**config.mk**
```make
export PLATFORM = sky130hd
export DESIGN_NAME = invader_step_scheduler
export DESIGN_NICKNAME = d
export VERILOG_FILES = /design/src/rtl/invader_step_scheduler.sv
export SDC_FILE = /design/constraint.sdc
export NUM_CORES = 1
export LEC_CHECK = 0
export ABC_AREA = 1
export CAP_MARGIN = 15
export CORE_MARGIN = 2
export CORE_UTILIZATION = 27
export CTS_BUF_LIST = sky130_fd_sc_hd__clkbuf_8
export DETAILED_ROUTE_END_ITERATION = 16
export PLACE_DENSITY = 0.56
export SYNTH_ARGS = -nofsm -noshare
export SYNTH_HDL_FRONTEND = slang
export SYNTH_SLANG_ARGS = --single-unit
```
**constraint.sdc**
```tcl
create_clock -name clk -period 2.17 [get_ports clk]
set_input_delay 0.434 -clock clk [delete_from_list [all_inputs] [get_ports clk]]
set_output_delay 0.434 -clock clk [all_outputs]
set_load 0.02 [all_outputs]
```
**src/rtl/invader_step_scheduler.sv**
```systemverilog
// Alien formation step scheduler: divides frame ticks into step/drop pulses,
// tracks march direction and shortens the step period as the speed level rises.
module invader_step_scheduler #(
    parameter int PERIOD_W    = 8,
    parameter int BASE_PERIOD = 60,
    parameter int PERIOD_DEC  = 4,
    parameter int MIN_PERIOD  = 2,
    parameter int LEVEL_W     = 4
) (
    input  logic               clk,
    input  logic               resetN,
    input  logic               frame_tick,
    input  logic               start,
    input  logic               stop,
    input  logic               pause,
    input  logic               speed_up,
    input  logic               edge_hit,
    output logic               step,
    output logic               drop,
    output logic               dir,
    output logic [LEVEL_W-1:0] level,
    output logic               busy
);

    typedef enum logic [1:0] {
        IDLE   = 2'd0,
        RUN    = 2'd1,
        PAUSED = 2'd2
    } state_t;

    localparam int PROD_W = PERIOD_W + LEVEL_W;
    localparam logic [PERIOD_W-1:0] BASE_LAST = PERIOD_W'(BASE_PERIOD - 1);

    // Step period for a level, floored at MIN_PERIOD without ever wrapping.
    function automatic logic [PERIOD_W-1:0] period_of(input logic [LEVEL_W-1:0] lvl);
        logic [PROD_W-1:0] prod;
        prod = PROD_W'(lvl) * PROD_W'(PERIOD_DEC);
        if (prod > PROD_W'(BASE_PERIOD - MIN_PERIOD))
            return PERIOD_W'(MIN_PERIOD);
        else
            return PERIOD_W'(BASE_PERIOD) - prod[PERIOD_W-1:0];
    endfunction

    function automatic logic [LEVEL_W-1:0] level_sat_inc(input logic [LEVEL_W-1:0] lvl);
        if (lvl == {LEVEL_W{1'b1}})
            return lvl;
        else
            return lvl + LEVEL_W'(1);
    endfunction

    state_t              state;
    state_t              state_nxt;
    logic [PERIOD_W-1:0] count;
    logic [PERIOD_W-1:0] count_nxt;
    logic [LEVEL_W-1:0]  level_nxt;
    logic                dir_nxt;
    logic                just_dropped;
    logic                just_dropped_nxt;
    logic                step_nxt;
    logic                drop_nxt;
    logic                advance;

    always_ff @(posedge clk or negedge resetN) begin
        if (!resetN)
            state <= IDLE;
        else
            state <= state_nxt;
    end

    always_comb begin
        state_nxt = state;
        if (stop)
            state_nxt = IDLE;
        else if (start)
            state_nxt = RUN;
        else begin
            case (state)
                RUN:     if (pause)  state_nxt = PAUSED;
                PAUSED:  if (!pause) state_nxt = RUN;
                default: state_nxt = state;
            endcase
        end
    end

    always_comb begin
        busy    = (state != IDLE);
        advance = (state == RUN) && frame_tick && !pause && !start && !stop;
    end

    // A reload always uses the level held before any same-cycle speed_up.
    always_comb begin
        count_nxt        = count;
        level_nxt        = level;
        dir_nxt          = dir;
        just_dropped_nxt = just_dropped;
        step_nxt         = 1'b0;
        drop_nxt         = 1'b0;
        if (stop) begin
            count_nxt = count;
        end else if (start) begin
            count_nxt        = BASE_LAST;
            level_nxt        = '0;
            dir_nxt          = 1'b1;
            just_dropped_nxt = 1'b0;
        end else begin
            if (speed_up && (state == RUN || state == PAUSED))
                level_nxt = level_sat_inc(level);
            if (advance) begin
                if (count == '0) begin
                    count_nxt = period_of(level) - PERIOD_W'(1);
                    if (edge_hit && !just_dropped) begin
                        drop_nxt         = 1'b1;
                        dir_nxt          = !dir;
                        just_dropped_nxt = 1'b1;
                    end else begin
                        step_nxt         = 1'b1;
                        just_dropped_nxt = 1'b0;
                    end
                end else begin
                    count_nxt = count - PERIOD_W'(1);
                end
            end
        end
    end

    always_ff @(posedge clk or negedge resetN) begin
        if (!resetN) begin
            count        <= BASE_LAST;
            level        <= '0;
            dir          <= 1'b1;
            just_dropped <= 1'b0;
            step         <= 1'b0;
            drop         <= 1'b0;
        end else begin
            count        <= count_nxt;
            level        <= level_nxt;
            dir          <= dir_nxt;
            just_dropped <= just_dropped_nxt;
            step         <= step_nxt;
            drop         <= drop_nxt;
        end
    end

endmodule

```
==> reports/summary.txt <==
Area delta synth->final: 24.5%
Post-CTS Resized: 0
Post-layout min period: 1.94 ns
CP max FO: 3
Worst VDD drop: 0.330 mV
Chip Height: 69.4 microns
Post-CTS Repair Setup Buffers: 0
Fmax achieved: 514 MHz
Post-Route WL: 2240 microns
R2R depth: 10
CTS tree: done
Source of the critical timing path: state[0]$_DFFE_PN0P_
CTS Buffer Depth: 2
Final WS setup: 0.226 ns
Post-route clock period utilization: 89.6%
Clock sink count: 18
Max stage delay cell, worst path: clkdlybuf4s50_1
EDFF count, synth: 0
Max incr delay on CP: 0.59 ns
WHS: 0.510 ns
Power Density: 548 nW/um^2
Detail Route Antenna Nets: 0
Hold crit path type: flip-flop to flip-flop
Synthesized Nets: 164
MaxCap Viol Count: 0
Final Net Count: 186
# DRC: 0
Tot GR Track Use: 10.5%
DR iter-0 viols: 19
Core Region: 4060 sq um
DR WL/cell: 10.1 microns
Mapped cell area: 1150 sq um
Effective utilization at floorplan: 28.5%
RSZ-0062 raised after global routing: false
Final TNS setup: 0 ns
CTS Root Cell: clkbuf_8
Ports: 16
Worst R2R End: count[6]$_DFFE_PN0P_
Req. time, crit path: 1.74 ns
Clock Latency Late Sink: 0.25 ns
R2R setup slack: 0.40 ns
Initial antenna violation count: 0
Arr. time, crit path: 1.51 ns
CP dominant cell by count: inv_1
Vias in the first global route: 956
Most common flop cell mapped by yosys: dfrtp_1
Worst slack at placement: 0.199 ns
Largest net degree at the start of global routing: 19
Pins Over Slew Limit: 0
Port Buffers: 15
Setup Skew: 0.000763 ns
Avg Vias per Cell: 4.23
Overall Power: 0.000788 W
R2R Path Start: level[0]$_DFFE_PN0P_
Top post-synthesis cells by area: dfrtp_1 (26%), dfstp_2 (14%), inv_1 (10%)
Ys async rst share: 100%
Status: completed
Post-DP HPWL: 1780 microns
Yosys synthesis warning count: 0
Die Wd: 69.4 microns
GRT Residual Overflow: 0
N_diodes: 0
Core Util, Final: 35.4%
Worst setup EP type: primary output
Final setup vio count: 0
Register area share after synthesis: 39.7%
Synth Register Bits: 18
Leakage: 0.736 nW
GP Congestion: 0.760
Syn avg cell area: 7.65 sq um
CTS Hold Bufs: 0
Share of post-route cells with drive strength above 1: 18.0%
H-tree depth: 1
Global-route wire length before repair: 4220 microns
Critical path, cell by cell: inv_1, ha_1, inv_1, clkdlybuf4s50_1
Top cell type by total area after synthesis: dfrtp_1
Via count: 940
Max_slew headroom: 74.1%
Mapped Cells: 151
Post-synth top area share: 26.0%
Die area: 4820 sq um
Clock-pin slew of the registers on the worst-case setup and hold paths: 0.07 ns
Critical Path Start Type: flip-flop
DR pass1 iterations: 4
Num CTS Buffers: 3
Critical path class: flip-flop to primary output
Post-synth cell types: 23
Worst-margin pin slew: 0.385 ns
Worst setup path end: busy
Hold Fails Final Rpt: 0
FP Rows: 23
==> worst min path at each step <==
stage,start,end,slack [ns],cells after the start
after global placement,dir$_DFFE_PN1P_,dir$_DFFE_PN1P_,0.50,2
after global routing,dir$_DFFE_PN1P_,dir$_DFFE_PN1P_,0.53,2
after CTS,dir$_DFFE_PN1P_,dir$_DFFE_PN1P_,0.51,2
after detailed placement,dir$_DFFE_PN1P_,dir$_DFFE_PN1P_,0.49,2
after floorplan,resetN,count[2]$_DFFE_PN0P_,0.14,0
final,dir$_DFFE_PN1P_,dir$_DFFE_PN1P_,0.51,2
==> cell type report <==
| class | instances | area, sq um |
|---|---|---|
| fillers | 435 | 2620 |
| multi-input cells | 100 | 573 |
| flip-flops and latches | 18 | 458 |
| repair buffers | 17 | 165 |
| inverters | 33 | 124 |
| well taps | 50 | 62.6 |
| clock buffers | 4 | 55.1 |
==> layout by cell type (no fill, tap or decap) <==
master	count
ha_1	5
dfstp_2	6
nor2_2	5
inv_2	1
dfrtp_1	12
nand2_4	1
nor2_4	2
buf_4	2
nor3_1	2
o211ai_1	1
clkdlybuf4s50_1	15
inv_1	32
nand4_1	2
a31oi_1	1
nor2_8	2
a31o_1	1
nor2_1	16
clkbuf_8	4
a21oi_1	5
o21ai_0	9
nand2_2	6
nor3_4	1
nand3_1	9
nand3_2	1
nand2_1	27
o21ai_1	4
==> registers in the layout, indices dropped and copies added (netlist names) <==
name	cells
count	8
level	4
state	2
dir	1
drop	1
just_dropped	1
step	1
==> where the power goes <==
group / total [W] / internal [W] / switching [W]
clock network: 0.000274 / 0.000161 / 0.000113
registers: 0.000376 / 0.000360 / 0.0000162
logic: 0.000138 / 0.0000585 / 0.0000798
total: 0.000788 / 0.000579 / 0.000209
==> metal layers <==
metal  share of wire (%)  vias up  wire, microns  global-route usage (%)
met5                   0        -              0                       0
met1                  53      415           1190                    15.1
met2                  44        9            981                    16.0
met4                0.72        0             16                    2.61
met3                 2.1        2             47                    1.89
li1                    -      514              -                       -
==> metrics by stage <==
step	instance area (sq um)	cells
floorplan	1150	151
global placement	1380	218
detailed placement	1380	218
CTS	1440	222
global route	1440	222
finish	1440	222
==> critical path: cells and delay by family (launching register included) <==
kind / cells / cell delay [ns]
adder cells (fa/ha/maj): 1 / 0.19
flip-flops: 1 / 0.36
buffers and inverters: 3 / 0.71
==> cells by family after synthesis <==
group | after synthesis | synth area share, %
adders and majority gates | 5 | 5.42
and+or+nand+nor | 74 | 34.5
AOI/OAI and AO/OA | 21 | 9.75
buffers and inverters | 33 | 10.7
DFF | 18 | 39.7
==> synthesized netlist by cell type (all sizes together), types with 2 or more instances <==
cell type   n
nor2       25
ha          5
a21oi       5
nor3        3
nand3      10
dfstp       6
o21ai      13
dfrtp      12
nand2      34
nand4       2
inv        33
(Power assumes the default switching activity.)
